## src/rtl/seg_counter_pkg.sv

```systemverilog
// Shared definitions for the seg_counter block.
//   bcd_t          : one BCD digit (4 bits, values 0..9)
//   Seg*           : active-low seven-segment patterns, bit order a..g (MSB = a)
//   seg_encode()   : BCD digit -> segment pattern (non-BCD codes show blank)
//   idx_width()    : width of a digit index for a given digit count
package seg_counter_pkg;

  typedef logic [3:0] bcd_t;

  localparam logic [6:0] SegDigit0 = 7'b0000001;
  localparam logic [6:0] SegDigit1 = 7'b1001111;
  localparam logic [6:0] SegDigit2 = 7'b0010010;
  localparam logic [6:0] SegDigit3 = 7'b0000110;
  localparam logic [6:0] SegDigit4 = 7'b1001100;
  localparam logic [6:0] SegDigit5 = 7'b0100100;
  localparam logic [6:0] SegDigit6 = 7'b0100000;
  localparam logic [6:0] SegDigit7 = 7'b0001111;
  localparam logic [6:0] SegDigit8 = 7'b0000000;
  localparam logic [6:0] SegDigit9 = 7'b0000100;
  localparam logic [6:0] SegBlank  = 7'b1111111;

  function automatic logic [6:0] seg_encode(bcd_t d);
    logic [6:0] s;
    case (d)
      4'd0:    s = SegDigit0;
      4'd1:    s = SegDigit1;
      4'd2:    s = SegDigit2;
      4'd3:    s = SegDigit3;
      4'd4:    s = SegDigit4;
      4'd5:    s = SegDigit5;
      4'd6:    s = SegDigit6;
      4'd7:    s = SegDigit7;
      4'd8:    s = SegDigit8;
      4'd9:    s = SegDigit9;
      default: s = SegBlank;
    endcase
    return s;
  endfunction

  // A single digit still needs a 1-bit index register.
  function automatic int unsigned idx_width(int unsigned n);
    return (n > 1) ? $clog2(n) : 1;
  endfunction

endpackage

```

## src/rtl/bcd_digit.sv

```systemverilog
// One decade of the BCD counter.
//   clk, i_reset : clock, synchronous active-high reset
//   inc, dec     : step this digit up / down this cycle (never both)
//   clear        : force the digit to 0 at the next edge
//   value        : current digit 0..9
//   carry        : digit is 9, so an increment here ripples into the next decade
//   borrow       : digit is 0, so a decrement here ripples into the next decade
// carry/borrow are level flags from the register only; the top gates them with the
// step request so the ripple chain never forms a combinational loop through digits.
module bcd_digit
  import seg_counter_pkg::*;
(
  input  logic clk,
  input  logic i_reset,
  input  logic inc,
  input  logic dec,
  input  logic clear,
  output bcd_t value,
  output logic carry,
  output logic borrow
);

  bcd_t value_q, value_d;

  always_comb begin
    value_d = value_q;
    if (clear) begin
      value_d = 4'd0;
    end else if (inc) begin
      value_d = (value_q == 4'd9) ? 4'd0 : value_q + 4'd1;
    end else if (dec) begin
      value_d = (value_q == 4'd0) ? 4'd9 : value_q - 4'd1;
    end
  end

  always_ff @(posedge clk) begin
    if (i_reset) begin
      value_q <= 4'd0;
    end else begin
      value_q <= value_d;
    end
  end

  assign value  = value_q;
  assign carry  = (value_q == 4'd9);
  assign borrow = (value_q == 4'd0);

endmodule

```

## src/rtl/seg_counter_top.sv

```systemverilog
// Multi-digit BCD up/down counter driving a multiplexed seven-segment display.
// Parameters: DIGITS (1..4), TICK_DIV (cycles per count tick), SCAN_DIV (cycles per digit slot).
// Ports:
//   clk      : clock, all logic on rising edge
//   i_reset  : synchronous active-high reset (highest priority)
//   i_en     : count enable, sampled on tick cycles
//   i_dir    : 1 = count up, 0 = count down
//   i_clear  : synchronous clear of the count value only
//   o_led    : toggles on every count wrap
//   seg[0:6] : segments a..g, active-low, registered
//   an[0:D-1]: digit anodes, active-low, an[0] = least-significant digit, registered
//   dp       : decimal point, active-low, always off
// Build option: define SEG_COUNTER_BLANK_EN to blank leading zero digits (digit 0 never blanks).
module seg_counter_top
  import seg_counter_pkg::*;
#(
  parameter int DIGITS   = 4,
  parameter int TICK_DIV = 100_000_000,
  parameter int SCAN_DIV = 100_000
) (
  input  logic              clk,
  input  logic              i_reset,
  input  logic              i_en,
  input  logic              i_dir,
  input  logic              i_clear,
  output logic              o_led,
  output logic [0:6]        seg,
  output logic [0:DIGITS-1] an,
  output logic              dp
);

  localparam int TickW = (TICK_DIV > 1) ? $clog2(TICK_DIV) : 1;
  localparam int ScanW = (SCAN_DIV > 1) ? $clog2(SCAN_DIV) : 1;
  localparam int IdxW  = int'(idx_width(DIGITS));

  localparam logic [TickW-1:0] TickMax = TickW'(TICK_DIV - 1);
  localparam logic [ScanW-1:0] ScanMax = ScanW'(SCAN_DIV - 1);
  localparam logic [IdxW-1:0]  IdxMax  = IdxW'(DIGITS - 1);

  // Count tick prescaler
  logic [TickW-1:0] tick_q, tick_d;
  logic             tick;

  assign tick   = (tick_q == TickMax);
  assign tick_d = tick ? '0 : tick_q + TickW'(1);

  // Digit chain
  logic              up_step, dn_step;
  logic [DIGITS-1:0] inc_v, dec_v, carry_v, borrow_v;
  bcd_t              digit_val [DIGITS];
  logic              wrap;

  assign up_step = tick & i_en & i_dir;
  assign dn_step = tick & i_en & ~i_dir;

  // A digit steps when every lower digit is at its carry/borrow limit; the accumulator
  // left over after the top digit is the whole-counter wrap.
  always_comb begin
    logic up_acc, dn_acc;
    up_acc = up_step;
    dn_acc = dn_step;
    inc_v  = '0;
    dec_v  = '0;
    for (int i = 0; i < DIGITS; i++) begin
      inc_v[i] = up_acc;
      dec_v[i] = dn_acc;
      up_acc   = up_acc & carry_v[i];
      dn_acc   = dn_acc & borrow_v[i];
    end
    // A clear overrides the coincident tick, so it cannot produce a wrap either.
    wrap = (up_acc | dn_acc) & ~i_clear;
  end

  for (genvar g = 0; g < DIGITS; g++) begin : g_digit
    bcd_digit u_digit (
      .clk    (clk),
      .i_reset(i_reset),
      .inc    (inc_v[g]),
      .dec    (dec_v[g]),
      .clear  (i_clear),
      .value  (digit_val[g]),
      .carry  (carry_v[g]),
      .borrow (borrow_v[g])
    );
  end

  // Wrap indicator
  logic led_q, led_d;
  assign led_d = led_q ^ wrap;

  // Display scan
  logic [ScanW-1:0] scan_q, scan_d;
  logic             scan_tick;
  logic [IdxW-1:0]  idx_q, idx_d;

  assign scan_tick = (scan_q == ScanMax);
  assign scan_d    = scan_tick ? '0 : scan_q + ScanW'(1);

  always_comb begin
    idx_d = idx_q;
    if (scan_tick) begin
      idx_d = (idx_q == IdxMax) ? '0 : idx_q + IdxW'(1);
    end
  end

  // Leading-zero blanking mask
  logic [DIGITS-1:0] blank;

`ifdef SEG_COUNTER_BLANK_EN
  always_comb begin
    logic lead;
    lead  = 1'b1;
    blank = '0;
    for (int i = DIGITS - 1; i >= 1; i--) begin
      lead     = lead & (digit_val[i] == 4'd0);
      blank[i] = lead;
    end
  end
`else
  assign blank = '0;
`endif

  // Output registers are fed from the live count every cycle, so a count change is
  // visible on seg one cycle later without waiting for a slot boundary.
  logic [0:DIGITS-1] an_q, an_d;
  logic [0:6]        seg_q, seg_d;
  bcd_t              cur_val;
  logic              cur_blank;

  always_comb begin
    cur_val   = 4'd0;
    cur_blank = 1'b0;
    an_d      = '1;
    for (int i = 0; i < DIGITS; i++) begin
      if (idx_q == IdxW'(i)) begin
        cur_val   = digit_val[i];
        cur_blank = blank[i];
        an_d[i]   = 1'b0;
      end
    end
    seg_d = cur_blank ? SegBlank : seg_encode(cur_val);
  end

  always_ff @(posedge clk) begin
    if (i_reset) begin
      tick_q   <= '0;
      scan_q   <= '0;
      idx_q    <= '0;
      led_q    <= 1'b0;
      an_q     <= '1;
      an_q[0]  <= 1'b0;
      seg_q    <= SegDigit0;
    end else begin
      tick_q   <= tick_d;
      scan_q   <= scan_d;
      idx_q    <= idx_d;
      led_q    <= led_d;
      an_q     <= an_d;
      seg_q    <= seg_d;
    end
  end

  assign o_led = led_q;
  assign seg   = seg_q;
  assign an    = an_q;
  assign dp    = 1'b1;

endmodule

```

## config.mk

```make
export PLATFORM = sky130hd
export DESIGN_NAME = seg_counter_top
export DESIGN_NICKNAME = d
export VERILOG_FILES = /design/src/rtl/seg_counter_pkg.sv /design/src/rtl/bcd_digit.sv /design/src/rtl/seg_counter_top.sv
export SDC_FILE = /design/constraint.sdc
export NUM_CORES = 1
export LEC_CHECK = 0
export CAP_MARGIN = 20
export CORE_MARGIN = 2
export CORE_UTILIZATION = 65
export DETAILED_ROUTE_END_ITERATION = 12
export GPL_TIMING_DRIVEN = 0
export PLACE_DENSITY = 0.91
export SLEW_MARGIN = 20
export SYNTH_ARGS = -nofsm -noshare
export SYNTH_HDL_FRONTEND = slang
export SYNTH_SLANG_ARGS = --single-unit
```

## constraint.sdc

```tcl
create_clock -name clk -period 6.1 [get_ports clk]
set_input_delay 0.915 -clock clk [delete_from_list [all_inputs] [get_ports clk]]
set_output_delay 0.915 -clock clk [all_outputs]
set_load 0.01 [all_outputs]
```

# Word level (Yosys, flattened, before mapping)
# Memories as Yosys holds them, arrays and structs flattened. A register that Yosys moved wholly into a read port is not among the register bits.
# Cells that the tools add are included.
[word_totals]
regBits = 67
rom_bits = 112
input_bits = 5
out_inout_bits = 13
elab_cells = 83
mem_count = 1
[memory_table]
columns = ["memory", "words", "word_bits", "read_ports", "rd_clocked_by_memory_dff", "wr", "line", "text"]
rows = [
  ["(no name shown)", 16, 7, 1, 1, 0, "seg_counter_pkg.sv:24", "case (d)"],
]
[op_classes]
add_sub_neg = 11
n_eq_ne = 9
mux = 25
bitwise_logic = 16
n_reduce_logical = 12
[op_table]
columns = ["operator", "count"]
rows = [
  ["$mux W4", 20],
  ["$add A27 B1 Y27 const B", 1],
  ["$eq A27 B27 Y1 const B", 1],
  ["$add A17 B1 Y17 const B", 1],
  ["$eq A17 B17 Y1 const B", 1],
  ["$add A4 B1 Y4 const B", 4],
  ["$eq A4 B4 Y1 const B", 4],
  ["$logic_not A4 Y1", 4],
  ["$sub A4 B1 Y4 const B", 4],
  ["$and A1 B1 Y1", 12],
  ["$reduce_bool A2 Y1", 4],
  ["$reduce_or A2 Y1", 3],
  ["$eq A2 B2 Y1 const B", 2],
  ["$mux W1", 4],
  ["$add A2 B1 Y2 const B", 1],
  ["$eq A2 B1 Y1 const B", 1],
  ["$logic_not A2 Y1", 1],
  ["$mux W2", 1],
  ["$not A1 Y1", 2],
  ["$or A1 B1 Y1", 1],
  ["$xor A1 B1 Y1", 1],
]

# Longest topological paths before layout
[logic_depth]
ltp_word = 10
depth_mapped = 11
mapped_depth_nobuf = 10

# Cells and area by module
# Synthesis repeated with hierarchy kept, for this count alone.
[hier_totals]
hier_cells = 463
area_unflattened_um2 = 3967.6
[by_module_without_submodules]
columns = ["mod", "instances", "cells_per_inst", "area_each_um2", "seq_area_each_um2"]
rows = [
  ["seg_counter_top", 1, 327, 2836.5, 1161.1],
  ["bcd_digit", 4, 34, 282.8, 80.1],
]

# Worst setup path after synthesis
# No wires, ideal clock.
[synth_path]
path_type = "input port to flip-flop"
from = "input port i_dir"
to = "register g_digit[3].u_digit.value_q[3]"
setup_time_ns = 0.060
t_arrival_ns = 2.563
path_slack_ns = 3.476
stages = 9
path_buffers = 3
cell_sequence = "clkbuf_8 -> and3_1 -> clkbuf_1 -> and3_1 -> clkbuf_1 -> nand4_1 -> or3_1 -> a31oi_1 -> o221a_1"
[synth_between]
elab_chain_len = 6
elab_cells_between_ends = 11
[synth_lines]
columns = ["item", "line", "text"]
rows = [
  ["from (decl)", "seg_counter_top.sv:24", "input logic i_dir,"],
  ["$not A1 Y1", "seg_counter_top.sv:54", "assign dn_step = tick & i_en & ~i_dir;"],
  ["$and A1 B1 Y1", "seg_counter_top.sv:54", ""],
  ["$and A1 B1 Y1 (3 in a row)", "seg_counter_top.sv:68", "dn_acc = dn_acc & borrow_v[i];"],
  ["$reduce_bool A2 Y1 (no source line)", "-", ""],
  ["to (signal assigned)", "bcd_digit.sv:40", "value_q <= value_d;"],
  ["to (decl)", "bcd_digit.sv:23", "bcd_t value_q, value_d;"],
]
# Parallel ways exist; a longest one is shown, timed or not.
# A chain may end at the register's enable or synchronous reset.

# Final worst setup path
[layout_path]
from = "register idx_q[0]"
to = "register seg_q, in the netlist seg[6]"
[layout_between]
elab_chain_len = 5
elab_cells_between_ends = 8
[layout_lines]
columns = ["item", "line", "text"]
rows = [
  ["from (decl)", "seg_counter_top.sv:94", "logic [IdxW-1:0] idx_q, idx_d;"],
  ["from (signal assigned)", "seg_counter_top.sv:156", "idx_q <= idx_d;"],
  ["$logic_not A2 Y1", "seg_counter_top.sv:135", "if (idx_q == IdxW'(i)) begin"],
  ["$mux W4 (3 in a row)", "seg_counter_top.sv:135", ""],
  ["$mux W4 (*)", "seg_counter_top.sv:135", ""],
  ["to (decl)", "seg_counter_top.sv:126", "logic [0:6] seg_q, seg_d;"],
]
# Every way passes the cells marked *; elsewhere a longest branch is shown, timed or not.

==> results.txt <==
- The routed design has 9120 um of wire.
- Synth Area per Inst: 8.18 um^2
* Startpoint type of the worst setup path: flip-flop
- In the final layout, the share of cells above drive strength 1 is 0.0863.
- For this design, the sink count on the clock tree is 74.
- The final-report max-slew violation count came to 0.
- The run finished with clean final reports.
* Area used by multi-input combinational logic: 0.00235 mm^2
- The total overflow left after global routing is 0.
* Net switching power figure: roughly 0.21 mW
- Slew at the pin with the worst max-slew slack: 0.905 ns
- Gates resized during post-CTS repair numbered 0.
* Final-layout worst hold slack: 0.463 ns
* Pwr Density: 201 mW/mm^2
- Wirelength per Cell: 15.0 um
* Flip-flop cell with the highest count after synthesis: dfxtp_1
- The routed layout has 3,751 vias.
- Detail-routed via count per cell: 6.17
- Share of synthesized flip-flops with an asynchronous set or reset: 0
* Post-synthesis sequential area ratio: 0.360
- The clock arrives with 0.00882 ns of skew.
- In this run the worst hold path is classified as reg -> reg.
- Of the total power, combinational logic draws 0.033.
- Achievable frequency: 368 MHz
* CTS H-tree lvls: 3
* Overall routing resource usage: 0.271
- STA puts the critical path data required time at roughly 6.4 ns.
- Counting instances, the worst hold path has a depth of 1.
* PnR worst setup slack: 3.38 ns
- The worst pin sits at a relative slew slack of 0.388.
- Final core area utilization: 0.755
- RSZ-0062 raised after global routing: no
* Startpoint of the worst-slack reg-to-reg timing path: idx_q[0]$_SDFFE_PP0P_
* Largest area contributor in the netlist: dfxtp_1
- Maximum root-to-sink buffer count: 2
* Die Width: between 80 and 90 um
- In the routed design, unresolved DRC markers number 0.
- Once detailed placement completed, the half-perimeter wirelength came to 6200 um.
- Area enclosed by the die boundary: 0.00698 mm^2
- Including well taps, the total number of placed cells is 592.
* Leading cell types by total area after synthesis: dfxtp_1 36%, nor2_1 6.5%, xnor2_1 5.1%
* Category of the worst setup path capture point: flip-flop
- Final Hold Vio Count: 0
- In this run, CTS created clock tree buffers numbering 9.
- Synthesis produced a netlist with a net count of 520.
- The first global-routing pass estimated 15,700 um of wire.
- In this run the vertical extent of the chip is roughly 84 um.
* Part of the total power dissipated in sequential elements: 0.536
- Hold Startpoint: scan_q[0]$_SDFF_PP0_
- Post-route ant nets: 0
- Core ar.: between 0.006 and 0.007 mm^2
- Antenna violations before repair: 0
* Number of distinct standard cells referenced by the synthesized netlist: 63
- Max-cap violations in this run came to 0.
* Detailed-routing iteration count for the pre-antenna-repair pass: 5
- 0 antenna diodes ended up in the layout.
- The synthesized netlist occupies a cell area of 0.00411 mm^2.
- Count of standard-cell rows: 28
* Setup-violating endpoint count in the final report: 0
- Power Internal: around 0.70 mW
- The share of total power dissipated in the clock network is 0.431.
- Largest vdd supply drop: 0.000161 V
- For the final routed database, the setup TNS stands at 0 ns.
* Clock Root Buffer: clkbuf_8
- Clock tree from TritonCTS: built
- Effective utilization at floorplan: 0.683
* Post-placement worst setup slack: 3.18 ns
* Clock input transition at the sequential cells of the worst setup and hold paths: 0.08 ns
- From synthesis to final layout, the design area changed by 10.6%.
- The synthesized design contains 0 enable-type register cells.
- Counting flops and latches in the post-synthesis netlist gives 74.
- Largest net degree at the start of global routing: 14
- Cell leakage power: 1.62 nW
- Capture instance of the worst register-to-register path: seg[6]$_SDFF_PP1_
- The worst register-to-register path has a depth of 11.
- The worst hold path terminates at scan_q[0]$_SDFF_PP0_.
- Data arrives at the worst endpoint at about 3.0 ns.
* Largest driver fanout on the critical path: 9
* Vias in the first global route: 3,604
- Placer's final routability congestion estimate: just over 0.9
* NumNets Final: 545
- Fraction of synthesized cell area taken by the top area cell type: 0.360
- Switching portion of total power: 0.233
* I/O pin total: 18
- In this run the post-CTS setup repair buffer count came out at 0.
- The worst path needs between 2 and 3 ns of the cycle, external delays included.
* Clock latency on the worst-skew pair: around 0.35 ns
- Dividing the final minimum period by the clock period gives 0.445.
- Hold repair after CTS inserted 0 buffers.
* Worst setup slack for register-to-register paths: 3.38 ns
- Filler-free cell count of the finished design: 608
- Synthesis handed over a netlist of 503 instances.
- For this run, the number of Yosys warnings is 0.
* Type of the worst setup path: reg -> reg
- During placement, the flow inserted port buffers numbering 14.
* Fillcell total: 429
* Flip-flop and latch area: around 0.0015 mm^2
- Number of DRC markers after the initial detailed-route iteration: 312
routing by layer:
layer  GRT usage  share of wire  vias up
met2       0.450           0.48      145
met4       0.150          0.036        0
met5           0              0        -
met1       0.323           0.42     1743
li1            -              -     1823
met3      0.0633          0.058       40
final cells by class:
class                      count  share of cell area
clock inverter                 5              0.0132
tap                           75              0.0206
multi-input combinational    380               0.516
clock buffer                  11              0.0311
sequential                    74               0.326
timing repair buffer          14              0.0308
inverter                      18              0.0149
buffer                        31              0.0476
cells in the final DEF (no fill, tap or decap), drive strengths merged, types with 4 or more instances in the layout:
| cell type | netlist | final |
|---|---|---|
| xnor2 | 24 | 24 |
| buf | 7 | 7 |
| and4 | 9 | 9 |
| dfxtp | 74 | 74 |
| a22oi | 6 | 6 |
| nor2b | 4 | 4 |
| nand2b | 8 | 8 |
| clkbuf | 24 | 35 |
| nor4 | 8 | 8 |
| xor2 | 19 | 19 |
| inv | 18 | 20 |
| or3 | 9 | 9 |
| or2 | 5 | 5 |
| nand2 | 34 | 34 |
| nand4 | 14 | 14 |
| a21oi | 31 | 31 |
| nand3 | 21 | 21 |
| nor2 | 71 | 71 |
| nor3 | 12 | 12 |
| o21ai | 25 | 25 |
| and3 | 14 | 14 |
| ha | 12 | 12 |
| clkdlybuf4s50 | 0 | 14 |
| a31oi | 8 | 8 |
kinds of logic after synthesis:
| family | count (synthesis) | share of synthesized area |
|---|---|---|
| other | 1 | 0.000912 |
| AO/OA/AOI/OAI | 93 | 0.138 |
| AND/OR/NAND/NOR | 227 | 0.293 |
| flip-flops | 74 | 0.360 |
| buffers and inverters | 49 | 0.0691 |
| adder cells (fa/ha/maj) | 12 | 0.0365 |
| XOR/XNOR | 43 | 0.0916 |
| multiplexers | 4 | 0.0103 |
power by group through the flow:
| stage | clock network [mW] | registers (mW) | logic, mW |
|---|---|---|---|
| 2_1_floorplan | 0 | 0.500 | 0.0215 |
| 3_3_place_gp | 0 | 0.500 | 0.0279 |
| 3_5_place_dp | 0 | 0.501 | 0.0290 |
| 4_1_cts | 0.396 | 0.489 | 0.0292 |
| 5_1_grt | 0.418 | 0.490 | 0.0333 |
| 6_report | 0.393 | 0.489 | 0.0297 |
worst max path at each step:
stage | to | startpoint | depth (start not counted)
3_3_place_gp | g_digit[3].u_digit.value[2]$_SDFFE_PP0P_ | i_en | 7
6_report | seg[6]$_SDFF_PP1_ | idx_q[0]$_SDFFE_PP0P_ | 11
5_1_grt | seg[6]$_SDFF_PP1_ | idx_q[1]$_SDFFE_PP0P_ | 11
3_5_place_dp | g_digit[3].u_digit.value[2]$_SDFFE_PP0P_ | i_en | 7
4_1_cts | seg[6]$_SDFF_PP1_ | idx_q[0]$_SDFFE_PP0P_ | 11
2_1_floorplan | g_digit[3].u_digit.value[3]$_SDFFE_PP0P_ | i_dir | 9
stage by stage:
step	instance area [um^2]	power, mW
after global routing	4550	0.941
after detailed placement	4350	0.530
after CTS	4550	0.914
after global placement	4350	0.528
final	4550	0.912
after floorplan	4110	0.521
synth_stat cells, types with 10 or more instances:
library cell and n:
nand4_1 14, and3_1 14, nor2_1 71, clkbuf_1 17, nand3_1 21, ha_1 12, xor2_1 19, a21oi_1 31
o21ai_0 25, xnor2_1 24, nor3_1 10, inv_1 18, nand2_1 34, dfxtp_1 74
worst max-delay path: stages, from the launching register on:
cell and delay (ns):
dfxtp_1 0.40, inv_1 0.10, ha_1 0.20, clkbuf_1 0.20, a21oi_1 0.19, o21ai_0 0.13, a22oi_1 0.51, inv_1 0.18
ha_1 0.22, inv_1 0.08, a22oi_1 0.10, or2_2 0.31
state kept, by name (all words and copies together) (netlist names):
register and count:
tick_q 27, scan_q 17, o_led 1, g_digit.u_digit.value 16, seg 7, idx_q 2, an 4
Power figures use the tool's default switching activity.
